File: src/rtl/uart_pkg.sv
// Shared UART definitions: line-state encoding, default oversampling ratio and
// the majority-vote helper used by the RX front-end filters.
package uart_pkg;

  typedef enum logic [1:0] {IDLE, LOW, BREAK} line_state_t;

  localparam int OVER_SAMPLE_DEF = 8;
  localparam int MAJ_MAX_W       = 32;

  // Majority of the lowest `taps` bits of vec; taps is odd, so no ties.
  function automatic logic majority(input logic [MAJ_MAX_W-1:0] vec, input int taps);
    int ones;
    ones = 0;
    for (int i = 0; i < MAJ_MAX_W; i++) begin
      if (i < taps && vec[i]) ones++;
    end
    return (2 * ones > taps);
  endfunction

endpackage

File: src/rtl/uart_sync_filter.sv
// RX pin synchroniser followed by a registered majority filter over the last
// FilterTaps synced samples. Optional glitch counter: UART_RX_SAMPLER_GLITCH_CNT_EN.
module uart_sync_filter
  import uart_pkg::*;
#(
  parameter int SyncStages = 2,
  parameter int FilterTaps = 3
) (
  input  logic       i_clk,
  input  logic       i_rst,
  input  logic       i_async,
  output logic       o_filt
`ifdef UART_RX_SAMPLER_GLITCH_CNT_EN
  , output logic [7:0] o_glitch_cnt
`endif
);

  logic [SyncStages-1:0] meta;
  logic [FilterTaps-2:0] f_hist;
  logic [FilterTaps-1:0] window;
  logic                  sync;

  assign sync   = meta[SyncStages-1];
  // The vote covers the window as it stands after this edge, so a clean step
  // needs only (FilterTaps+1)/2 synced samples to pass.
  assign window = {f_hist, sync};

  // Stage boundary: synchroniser and filter history
  always_ff @(posedge i_clk) begin
    if (i_rst) begin
      meta   <= '1;
      f_hist <= '1;
      o_filt <= 1'b1;
    end else begin
      meta   <= {meta[SyncStages-2:0], i_async};
      f_hist <= window[FilterTaps-2:0];
      o_filt <= majority(MAJ_MAX_W'(window), FilterTaps);
    end
  end

`ifdef UART_RX_SAMPLER_GLITCH_CNT_EN
  logic glitch;

  // Isolated 1-0-1 or 0-1-0 across three consecutive synced samples.
  assign glitch = (sync == f_hist[1]) && (sync != f_hist[0]);

  always_ff @(posedge i_clk) begin
    if (i_rst) begin
      o_glitch_cnt <= 8'h00;
    end else if (glitch && o_glitch_cnt != 8'hFF) begin
      o_glitch_cnt <= o_glitch_cnt + 8'h01;
    end
  end
`endif

endmodule

File: src/rtl/uart_rx_sampler.sv
// UART RX line front end: filtered RX bit, oversampling prescaler pulses and
// start/break line tracking. Optional feature macro: UART_RX_SAMPLER_GLITCH_CNT_EN.
module uart_rx_sampler
  import uart_pkg::*;
#(
  parameter int OverSample = OVER_SAMPLE_DEF,
  parameter int SyncStages = 2,
  parameter int FilterTaps = 3,
  parameter int BreakBits  = 11
) (
  input  logic       i_clk,
  input  logic       i_rst,
  input  logic       i_rx_pin,
  input  logic       i_prescaler_en,
  output logic       o_rx,
  output logic       o_strobe,
  output logic       o_half,
  output logic       o_start,
  output logic       o_break
`ifdef UART_RX_SAMPLER_GLITCH_CNT_EN
  , output logic [7:0] o_glitch_cnt
`endif
);

  localparam int Thresh = OverSample * BreakBits;
  localparam int LowW   = $clog2(Thresh + 1);
  localparam int CntW   = $clog2(OverSample);

  uart_sync_filter #(
    .SyncStages (SyncStages),
    .FilterTaps (FilterTaps)
  ) u_sync_filter (
    .i_clk        (i_clk),
    .i_rst        (i_rst),
    .i_async      (i_rx_pin),
    .o_filt       (o_rx)
`ifdef UART_RX_SAMPLER_GLITCH_CNT_EN
    , .o_glitch_cnt (o_glitch_cnt)
`endif
  );

  logic [CntW-1:0] pre_cnt;

  // Stage boundary: prescaler phase counter
  always_ff @(posedge i_clk) begin
    if (i_rst || !i_prescaler_en) begin
      pre_cnt <= '0;
    end else if (pre_cnt == CntW'(OverSample - 1)) begin
      pre_cnt <= '0;
    end else begin
      pre_cnt <= pre_cnt + CntW'(1);
    end
  end

  assign o_half   = i_prescaler_en && (pre_cnt == CntW'(OverSample / 2 - 1));
  assign o_strobe = i_prescaler_en && (pre_cnt == CntW'(OverSample - 1));

  line_state_t     state, state_nxt;
  logic [LowW-1:0] low_cnt, low_cnt_nxt, low_inc;
  logic            rx_p1;
  logic            fall, rise;

  assign fall    = rx_p1 && !o_rx;
  assign rise    = !rx_p1 && o_rx;
  assign low_inc = (low_cnt == LowW'(Thresh)) ? low_cnt : low_cnt + LowW'(1);

  // Stage boundary: line state register and previous filtered bit
  always_ff @(posedge i_clk) begin
    if (i_rst) begin
      state   <= IDLE;
      low_cnt <= '0;
      rx_p1   <= 1'b1;
    end else begin
      state   <= state_nxt;
      low_cnt <= low_cnt_nxt;
      rx_p1   <= o_rx;
    end
  end

  // A rise always beats the break threshold when both land on the same cycle.
  always_comb begin
    state_nxt   = state;
    low_cnt_nxt = low_cnt;
    o_start     = 1'b0;
    case (state)
      IDLE: begin
        if (fall) begin
          state_nxt   = LOW;
          low_cnt_nxt = LowW'(1);
          o_start     = 1'b1;
        end
      end
      LOW: begin
        low_cnt_nxt = low_inc;
        if (rise) begin
          state_nxt   = IDLE;
          low_cnt_nxt = '0;
        end else if (low_inc == LowW'(Thresh)) begin
          state_nxt = BREAK;
        end
      end
      BREAK: begin
        low_cnt_nxt = low_inc;
        if (rise) begin
          state_nxt   = IDLE;
          low_cnt_nxt = '0;
        end
      end
      default: begin
        state_nxt   = IDLE;
        low_cnt_nxt = '0;
      end
    endcase
  end

  assign o_break = (state == BREAK);

endmodule
File: config.mk
export PLATFORM = sky130hd
export DESIGN_NAME = uart_rx_sampler
export DESIGN_NICKNAME = d
export VERILOG_FILES = /design/src/rtl/uart_pkg.sv /design/src/rtl/uart_sync_filter.sv /design/src/rtl/uart_rx_sampler.sv
export SDC_FILE = /design/constraint.sdc
export NUM_CORES = 1
export LEC_CHECK = 0
export BUFFER_PORTS_ARGS = -buffer_cell sky130_fd_sc_hd__buf_4
export CORE_ASPECT_RATIO = 0.9
export CORE_UTILIZATION = 65
export CTS_BUF_LIST = sky130_fd_sc_hd__clkbuf_4 sky130_fd_sc_hd__clkbuf_8
export CTS_CLUSTER_DIAMETER = 80
export DETAILED_ROUTE_END_ITERATION = 10
export PLACE_DENSITY_LB_ADDON = 0.25
export SYNTH_ARGS = -nofsm -noshare
export SYNTH_HDL_FRONTEND = slang
export SYNTH_SLANG_ARGS = --single-unit
File: constraint.sdc
create_clock -name i_clk -period 5.8 [get_ports i_clk]
set_input_delay 1.16 -clock i_clk [delete_from_list [all_inputs] [get_ports i_clk]]
set_output_delay 1.16 -clock i_clk [all_outputs]
set_load 0.01 [all_outputs]
==> results of run 1 <==
[area by class of cell]
type | instances | share of cell area, %
clock buffer | 4 | 3.25
timing repair buffer | 8 | 5.39
inverter | 11 | 3.70
sequential | 18 | 32.3
tap | 15 | 1.68
multi-input combinational | 89 | 53.6
[registers in the layout, indices dropped and copies added (netlist names)]
signal,count
u_sync_filter.o_filt,1
state,2
pre_cnt,3
u_sync_filter.meta,2
u_sync_filter.f_hist,2
low_cnt,7
rx_p1,1
[placed cells by master (no fill, tap or decap), types with 2 or more instances in the layout]
| cell type | count |
|---|---|
| dfxtp_1 | 18 |
| nand2_1 | 12 |
| inv_1 | 11 |
| nor2_1 | 11 |
| ha_1 | 11 |
| buf_4 | 8 |
| o21ai_0 | 7 |
| nor2b_1 | 5 |
| a21oi_1 | 5 |
| and3_1 | 4 |
| a22oi_1 | 4 |
| and2_1 | 3 |
| nand2b_1 | 3 |
| or2_2 | 3 |
| clkbuf_4 | 3 |
| a22o_1 | 2 |
| nand3_1 | 2 |
| xnor2_1 | 2 |
| a41oi_1 | 2 |
| nand3b_1 | 2 |
[Yosys cell counts]
library cell	instances	area, µm²
nor3_1	1	5.00
o211a_1	1	10.0
and3_1	4	25.0
a21oi_2	1	8.76
xor2_1	1	8.76
nor2b_1	5	31.3
o22ai_1	1	6.26
inv_1	11	41.3
a21oi_1	5	25.0
or3_1	1	6.26
a41oi_1	2	17.5
a22o_1	2	17.5
and3b_1	1	8.76
ha_1	11	138
o21ai_0	7	35.0
xnor2_1	2	17.5
nand2_1	12	45.0
nand2b_1	3	18.8
a22oi_1	4	30.0
a32oi_1	1	8.76
nand3_1	2	10.0
nand3b_1	2	15.0
o211ai_1	1	7.51
nor2_1	11	41.3
and2_1	3	18.8
clkbuf_1	1	3.75
dfxtp_1	18	360
mux2i_1	1	10.0
or2_2	3	18.8
or4b_4	1	13.8
[final timing paths]
path | startpoint | to | slack (ps)
setup reg to reg | low_cnt[0] | state[0] | 3660
setup / recovery | i_prescaler_en | o_half | 3080
hold / removal | pre_cnt[0] | pre_cnt[0] | 430
hold reg to reg | pre_cnt[0] | pre_cnt[0] | 430
[power by group through the flow]
stage	clock network [mW]	logic [mW]	registers, mW
after detailed placement	0	0.0402	0.134
after global routing	0.0822	0.0456	0.132
after global placement	0	0.0382	0.134
after CTS	0.0775	0.0405	0.131
after floorplan	0	0.0301	0.133
final	0.0763	0.0406	0.131
[through the flow]
step | cell area, µm² | setup slack, ps
floorplan | 1000 | 3320
global placement | 1080 | 3090
detailed placement | 1080 | 3080
CTS | 1110 | 3070
global route | 1110 | 3060
finish | 1110 | 3080
[layer usage]
layer,GRT usage [%],vias to the layer above,share of wire [%]
met5,0,-,0
met4,6.25,0,0.98
met3,5.99,4,4.2
met2,48.9,33,52
met1,28.5,378,43
li1,-,429,-
[critical path: stages]
cell    delay, ps
buf_4         120
and2_1        150
buf_4         140
[kinds of logic after synthesis]
| kind of cell | share of synthesized area (%) |
|---|---|
| AOI/OAI and AO/OA | 16.6 |
| xor gates and xnor gates | 2.62 |
| adders and majority gates | 13.7 |
| buffers and inverters | 4.49 |
| DFF | 35.9 |
| muxes | 0.998 |
| and+or+nand+nor | 25.7 |
==> summary.txt, run 1 <==
Outcome
  – Outcome: finished clean

Layout
  – Multi-input logic area: between 500 and 600 µm²
  – Antenna Cells: 0
  – Final non-filler cell total: 145
  – Number of nets in the layout: between 100 and 150
  – Core Util, Final: just under 80%
  – Share of post-route cells with drive strength above 1: about an eighth
  – Flip-flop and latch area: between 300 and 400 µm²
  – Synth-to-Final Area Change: 11.1%
  – Filler cell count: roughly 100

Yosys
  – Flops & latches, synth: 18
  – Synth Cell Area: roughly 0.001 mm²
  – Synth Net Count: around 130
  – Syn_area_per_cell: between 8 and 9 µm²
  – Post-synth cell types: 30
  – Sequential share of the synthesized area: a little over a third
  – Yosys Warn Count: 0
  – Cells after Synth: approximately 120

Floorplan
  – Area of the core: 0.00145 mm²
  – Io pins: 9
  – Die Y: 39.3 µm
  – Die width: between 40 and 50 µm
  – Site Rows: 13
  – Starting Density: between 60% and 70%
  – Total Die Area: ~0.0017 mm²

Power
  – Total power: approximately 0.25 mW
  – Power Density: ~220 mW/mm²
  – Clock Power Share: between 30% and 40%
  – Switching pwr: 0.0657 mW
  – Reg power frac: a little over half
  – Logic pwr share: between 10% and 20%
  – Maximum VDD drop: about 0.18 mV
  – Internal power component: roughly 0.18 mW
  – Sw frac: a little over a quarter
  – Leak: about 0.53 nW

Timing
  – Tcrit/Tclk final: 47.0%
  – RSZ-0062 raised after global routing: no
  – Worst clock skew: 2.25 ps
  – Worst-Margin Slew: 511 ps
  – Fmax: approximately 0.37 GHz
  – Rel. slew slack: approximately 66%
  – Hold Violations, Final: 0
  – Pins Over Slew Limit: 0
  – Setup TNS: 0 ps
  – Hold Slack: roughly 430 ps
  – Finish-stage setup viols: 0
  – Fin crit period: ~2700 ps

Run
  – Max Cap Viol: 0

Drt
  – Drt total wl: around 1900 µm
  – Avg WL per Cell: approximately 13 µm
  – 1st-iter DRT viols: 25
  – Pre-antenna DRT Iters: 5
  – DR vias/cell: approximately 5.8
  – Drt drc: 0
  – Vias: 844
  – Final ANT Viol Nets: 0

GRT
  – Antenna violations before repair: 0
  – Overall routing resource usage: 25.4%
  – Vias in the first global route: around 770
  – Congestion Overflow GR: 0
  – Largest net degree at the start of global routing: 14
  – First-pass GRT wire length: 3110 µm

Placement
  – Hpwl dp: between 1500 and 2000 µm
  – Post-Place Cells: roughly 140
  – Port buffer count: 8
  – Routability cong.: roughly 0.8

CTS
  – Max Buffers Root-to-Sink: 2
  – CTS Buf Count: 3
  – Clk Latency, worst-skew pair: 290 ps
  – Resize count post-CTS: 0
  – Cell chosen for the clock root: clkbuf_4
  – Total setup buffers inserted after CTS: 0
  – Hold_buf cts: 0
  – H-Tree Depth: 1
  – CTS tree: done
  – Reg clk slew, reported paths: approximately 100 ps
  – Clock Sinks: 18

Critical path
  – CP Max Fanout: 4
  – CP startpoint kind: input port
  – CP arrival: about 1600 ps
  – Worst Reg-to-Reg Cells: 8
  – CP required: 4640 ps
  – Worst setup path class: in2out
  – CP Capture Type: output port

Worst hold path
  – Worst Hold Class: reg2reg
  – Hold depth: 1
Note: power is estimated with default switching activity, not from simulation.
==> run 2, diff against run 1 <==
CORE_UTILIZATION = 60   (was 65)
clock period = 2.7 ns   (was 5.8 ns; I/O delays follow)
==> summary.txt, run 2 (synthesis gave the netlist of run 1 again) <==
Critical path
  – CP Capture Type: flop
  – CP max stage delay: 510 ps (+360 ps)
  – CP max stage cell: or4b_4
  – CP required: 2900 ps (-1740 ps)
  – CP arrival: 2360 ps (+800 ps)
  – CP startpoint kind: flop
  – Crit-path leading delay family: simple AND/OR/NAND/NOR gates
  – CP Buf/Inv Count: 1 (-1)
  – Worst setup path class: reg2reg
  – CP Max Fanout: 6 (+2)
  – Critical Path, Cell by Cell: inv_1 -> ha_1 -> nand2_1 -> or4b_4 -> or3_1 -> a21oi_2 -> a41oi_1 -> mux2i_1

Drt
  – Drt drc: 0 (unchanged)
  – Pre-antenna DRT Iters: 4 (-1)
  – Vias: 876 (+3.8%)
  – Final ANT Viol Nets: 0 (unchanged)
  – 1st-iter DRT viols: 22 (-12%)
  – Avg WL per Cell: 13.5 µm (+0.87%)
  – DR vias/cell: 5.76 (-0.99%)
  – Drt total wl: 2050 µm (+5.7%)

Power
  – Leak: 0.529 nW (unchanged)
  – Total power: 0.543 mW (+120%)
  – Power Density: 483 mW/mm² (+120%)
  – Maximum VDD drop: 0.328 mV (+86%)

CTS
  – H-Tree Depth: 1 (unchanged)
  – CTS tree: done
  – Reg clk slew, reported paths: 110 ps (about the same)
  – Hold_buf cts: 0 (unchanged)
  – Total setup buffers inserted after CTS: 0 (unchanged)
  – Max Buffers Root-to-Sink: 2 (unchanged)
  – Resize count post-CTS: 0 (unchanged)
  – CTS Buf Count: 3 (unchanged)
  – Clk Latency, worst-skew pair: 310 ps (+20 ps)
  – Clock Sinks: 18 (unchanged)
  – Cell chosen for the clock root: clkbuf_4

Floorplan
  – Die Y: 40.8 µm (+3.9%)
  – Area of the core: 0.00150 mm² (+3.4%)
  – Total Die Area: 0.00184 mm² (+7.9%)
  – Die width: 45.1 µm (+3.9%)
  – Site Rows: 13 (unchanged)
  – Io pins: 9 (unchanged)
  – Starting Density: 67.1% (-2.3 points)

Worst hold path
  – Worst Hold Class: reg2reg

GRT
  – Antenna violations before repair: 0 (unchanged)
  – Overall routing resource usage: 25.2% (-0.19 points)
  – Congestion Overflow GR: 0 (unchanged)
  – First-pass GRT wire length: 3130 µm (+0.45%)
  – Largest net degree at the start of global routing: 14 (unchanged)
  – Vias in the first global route: 714 (-7.6%)

Timing
  – Fin crit period: 2160 ps
  – Finish-stage setup viols: 0 (unchanged)
  – Fmax: between 0.4 and 0.5 GHz
  – RSZ-0062 raised after global routing: no
  – Tcrit/Tclk final: 80.1%
  – Hold Violations, Final: 0 (unchanged)
  – Worst clock skew: 15.4 ps (+13.2 ps)
  – Worst-Margin Slew: 598 ps (+86.8 ps)
  – Pins Over Slew Limit: 0 (unchanged)
  – Rel. slew slack: 59.7% (-5.9 points)
  – Setup TNS: 0 ps (unchanged)

Layout
  – Synth-to-Final Area Change: 12.0%
  – Biggest regs: low_cnt x7, pre_cnt x3
  – Largest register FFs: 7 (unchanged)
  – Filler cell count: 114 (+9.6%)
  – Most flops, register: low_cnt
  – Antenna Cells: 0 (unchanged)
  – Most frequent cells in the layout: dfxtp_1 (18), nand2_1 (12), inv_1 (11), nor2_1 (11), ha_1 (11)
  – Most common cell after layout, fill and taps aside: dfxtp_1
  – Number of nets in the layout: 146 (unchanged)
  – Share of post-route cells with drive strength above 1: 13.1% (unchanged)

Outcome
  – Outcome: finished clean

Placement
  – Port buffer count: 8 (unchanged)
  – Routability cong.: 0.818 (-0.28%)
  – Hpwl dp: 1560 µm (+3.3%)

Run
  – Max Cap Viol: 0 (unchanged)
==> run 2: cell counts in the layout (fill, tap and decap cells not counted) <==
Identical to the previous run, type by type.
==> run 2: cell type report <==
class | instances | area [µm²] | area share [%]
Clock buffer | 4 | 36.3 | 3.23
Tap cell | 22 | 27.5 | 2.45
Multi-Input combinational cell | 89 | 598 | 53.2
Inverter | 11 | 41.3 | 3.67
Timing Repair Buffer | 8 | 60.1 | 5.35
Sequential cell | 18 | 360 | 32.1
==> run 2: where the power goes <==
part           switching, mW  internal [mW]  leakage [nW]
Sequential           0.00818          0.274         0.146
Clock                 0.0885         0.0824        0.0210
Combinational         0.0544         0.0351         0.362
==> run 2: worst paths after layout <==
kind                                       startpoint                     to  slack, ps  cells after the start
worst max register to register             low_cnt[0]               state[0]        540                      8
worst min-delay path            u_sync_filter.meta[0]  u_sync_filter.meta[1]        410                      1
worst max-delay path                       low_cnt[0]               state[0]        540                      8
worst min register to register  u_sync_filter.meta[0]  u_sync_filter.meta[1]        410                      1
==> run 2: layer usage <==
metal / wire length [µm] / global-route usage [%] / vias to the layer above
met3: 147 / 6.61 / 4
li1: - / - / 430
met2: 1020 / 43.1 / 35
met1: 846 / 29.6 / 407
met4: 35 / 12.9 / 0
met5: 0 / 0 / -
==> run 2: stage by stage <==
stage / instances / area [µm²] / hold WS, ps / setup WS, ps / utilization, %
after global routing: 152 / 1120 / 424 / 424 / 75.1
after global placement: 148 / 1090 / 395 / 678 / 72.7
after detailed placement: 148 / 1090 / 401 / 566 / 72.7
after CTS: 152 / 1120 / 416 / 544 / 75.1
final: 152 / 1120 / 406 / 537 / 75.1
after floorplan: 119 / 1000 / 389 / 740 / -
==> run 3, diff against run 2 <==
ABC_AREA = 1   (was unset)
clock period = 2.24 ns   (was 2.7 ns; I/O delays follow)
==> summary.txt, run 3 <==
Timing
  – RSZ-0062 raised after global routing: no
  – Worst clock skew: 5.78 ps (-9.65 ps)
  – Worst-Margin Slew: 312 ps (-286 ps)
  – Pins Over Slew Limit: 0 (unchanged)
  – Hold Violations, Final: 0 (unchanged)
  – Tcrit/Tclk final: between 70 and 80%
  – Rel. slew slack: 79.2% (+19 points)
  – Fmax: 0.577 GHz
  – Fin crit period: 1730 ps
  – Finish-stage setup viols: 0 (unchanged)
  – Setup TNS: 0 ps (unchanged)

Floorplan
  – Total Die Area: 0.00184 mm² (-0.22%)
  – Die width: 45.1 µm (-0.11%)
  – Die Y: 40.8 µm (-0.11%)
  – Area of the core: 0.00150 mm² (unchanged)
  – Site Rows: 13 (unchanged)
  – Starting Density: 66.9% (-0.17 points)
  – Io pins: 9 (unchanged)

Critical path
  – Critical R2R Launch: low_cnt[1]
  – R2R setup slack: 530 ps (about the same)
  – CP Capture Type: output port
  – Worst setup path class: reg2out
  – CP startpoint kind: flop
  – CP required: 1790 ps (-1110 ps)
  – Crit path launch: pre_cnt[0]
  – CP Max Fanout: 2 (-4)
  – CP arrival: 1290 ps (-1070 ps)

Layout
  – Share of post-route cells with drive strength above 1: 17.3% (+4.3 points)
  – Final non-filler cell total: 172 (+13%)
  – Synth-to-Final Area Change: 12.0% (about the same)
  – Antenna Cells: 0 (unchanged)
  – Most common cell after layout, fill and taps aside: nand2_1
  – Biggest regs: low_cnt x7, pre_cnt x3
  – Core Util, Final: 74.9% (-0.17 points)
  – Number of nets in the layout: 166 (+14%)
  – Most frequent cells in the layout: nand2_1 (34), inv_1 (24), dfxtp_1 (18)
  – Most flops, register: low_cnt
  – Largest register FFs: 7 (unchanged)

Yosys
  – Number of synthesized flops with an enable pin: 0 (unchanged)
  – Area leader, netlist: dfxtp_1
  – Synth area leaders: dfxtp_1 (36%), ha_1 (14%), nand2_1 (13%)
  – Flops & latches, synth: 18 (unchanged)
  – Async S/R FF share, synth: 0% (unchanged)
  – Sequential share of the synthesized area: 36.0% (+0.090 points)
  – Most instantiated cells after synthesis: nand2_1 (34), inv_1 (24), dfxtp_1 (18), nor2_1 (13), ha_1 (11)
  – Dominant synthesized flop cell: dfxtp_1
  – Synth Cell Area: 0.00100 mm² (-0.25%)
  – Post-synth cell types: 23 (-23%)
  – Top-count cell post-synth: nand2_1
  – Yosys Warn Count: 0 (unchanged)
  – Share of the synthesized area in the top cell type: 36.0% (+0.090 points)
  – Synth Net Count: 154 (+15%)
  – Cells after Synth: 139 (+17%)
  – Syn_area_per_cell: 7.20 µm² (-15%)

Drt
  – Avg WL per Cell: 11.1 µm (-18%)
  – Final ANT Viol Nets: 0 (unchanged)
  – Vias: 904 (+3.2%)
  – 1st-iter DRT viols: 36 (+64%)
  – Drt total wl: 1900 µm (-6.9%)
  – Pre-antenna DRT Iters: 5 (+1)
  – Drt drc: 0 (unchanged)
  – DR vias/cell: 5.26 (-8.8%)

GRT
  – Antenna violations before repair: 0 (unchanged)
  – Vias in the first global route: 735 (+2.9%)
  – Overall routing resource usage: 23.3% (-1.9 points)
  – Congestion Overflow GR: 0 (unchanged)
  – Largest net degree at the start of global routing: 11 (-3)
  – First-pass GRT wire length: 2960 µm (-5.3%)

CTS
  – CTS Buf Count: 3 (unchanged)
  – Resize count post-CTS: 0 (unchanged)
  – CTS tree: done
  – Hold_buf cts: 0 (unchanged)
  – Clk Latency, worst-skew pair: 290 ps (-20 ps)
  – Cell chosen for the clock root: clkbuf_4
  – H-Tree Depth: 1 (unchanged)
  – Clock Sinks: 18 (unchanged)
  – Reg clk slew, reported paths: 100 ps (about the same)
  – Max Buffers Root-to-Sink: 2 (unchanged)
  – Total setup buffers inserted after CTS: 0 (unchanged)

Power
  – Leak: 0.558 nW (+5.5%)
  – Power Density: 527 mW/mm² (+9.0%)
  – Maximum VDD drop: 0.471 mV (+44%)

Placement
  – Hpwl dp: 1520 µm (-2.4%)
  – Port buffer count: 8 (unchanged)
  – Post-Place Cells: 168 (+14%)
  – Routability cong.: 0.970 (+19%)

Worst hold path
  – Worst Hold Class: in2reg
  – Hold Startpoint: i_rx_pin

Run
  – Max Cap Viol: 0 (unchanged)

Outcome
  – Outcome: finished clean
## run 3: path summary, 6_finish.rpt
path	endpoint	cells after the start
setup / recovery	o_strobe	5
hold reg to reg	u_sync_filter.meta[1]	1
setup reg to reg	state[0]	13
hold / removal	u_sync_filter.meta[0]	2
## run 3: cells by family after synthesis
| kind of cell | after synthesis | synth area share (%) |
|---|---|---|
| AO/OA/AOI/OAI | 12 | 7.62 |
| XOR/XNOR | 1 | 0.875 |
| adder cells (fa/ha/maj) | 11 | 13.7 |
| buffers and inverters | 29 | 11.0 |
| flip-flops | 18 | 36.0 |
| AND/OR/NAND/NOR | 68 | 30.8 |
## run 3: layout make-up
type,count,area (µm²)
tap,22,27.5
fill,120,375
clock buffer,4,36.3
sequential,18,360
multi-input combinational,92,531
timing repair buffer,8,60.1
inverter,28,106
## run 3: power breakdown
group	switching (mW)	internal [mW]	total, mW	leakage (nW)
sequential	0.00611	0.328	0.334	0.146
clock	0.0967	0.0990	0.196	0.0210
combinational	0.0392	0.0217	0.0608	0.391
total	0.142	0.449	0.591	0.558
## run 3: worst max-delay path, stage by stage, from the launching register on
cell	delay, ps
dfxtp_1	330
ha_1	220
ha_1	200
nand2_1	70
inv_1	40
buf_4	130
## run 3: per-layer routing
layer | share of wire (%) | vias up | global-route usage (%)
met5 | 0 | - | 0
met3 | 7.2 | 4 | 4.85
li1 | - | 452 | -
met4 | 1.4 | 0 | 9.85
met1 | 44 | 411 | 28.0
met2 | 48 | 37 | 40.9
## run 3: stage by stage
step | setup WS, ps | area [µm²] | total power [mW] | hold WS, ps
5_1_grt | 314 | 1120 | 0.617 | 327
6_report | 506 | 1120 | 0.591 | 332
2_1_floorplan | 779 | 1000 | 0.384 | 389
3_5_place_dp | 563 | 1080 | 0.401 | 398
4_1_cts | 492 | 1120 | 0.596 | 328
3_3_place_gp | 636 | 1080 | 0.398 | 396
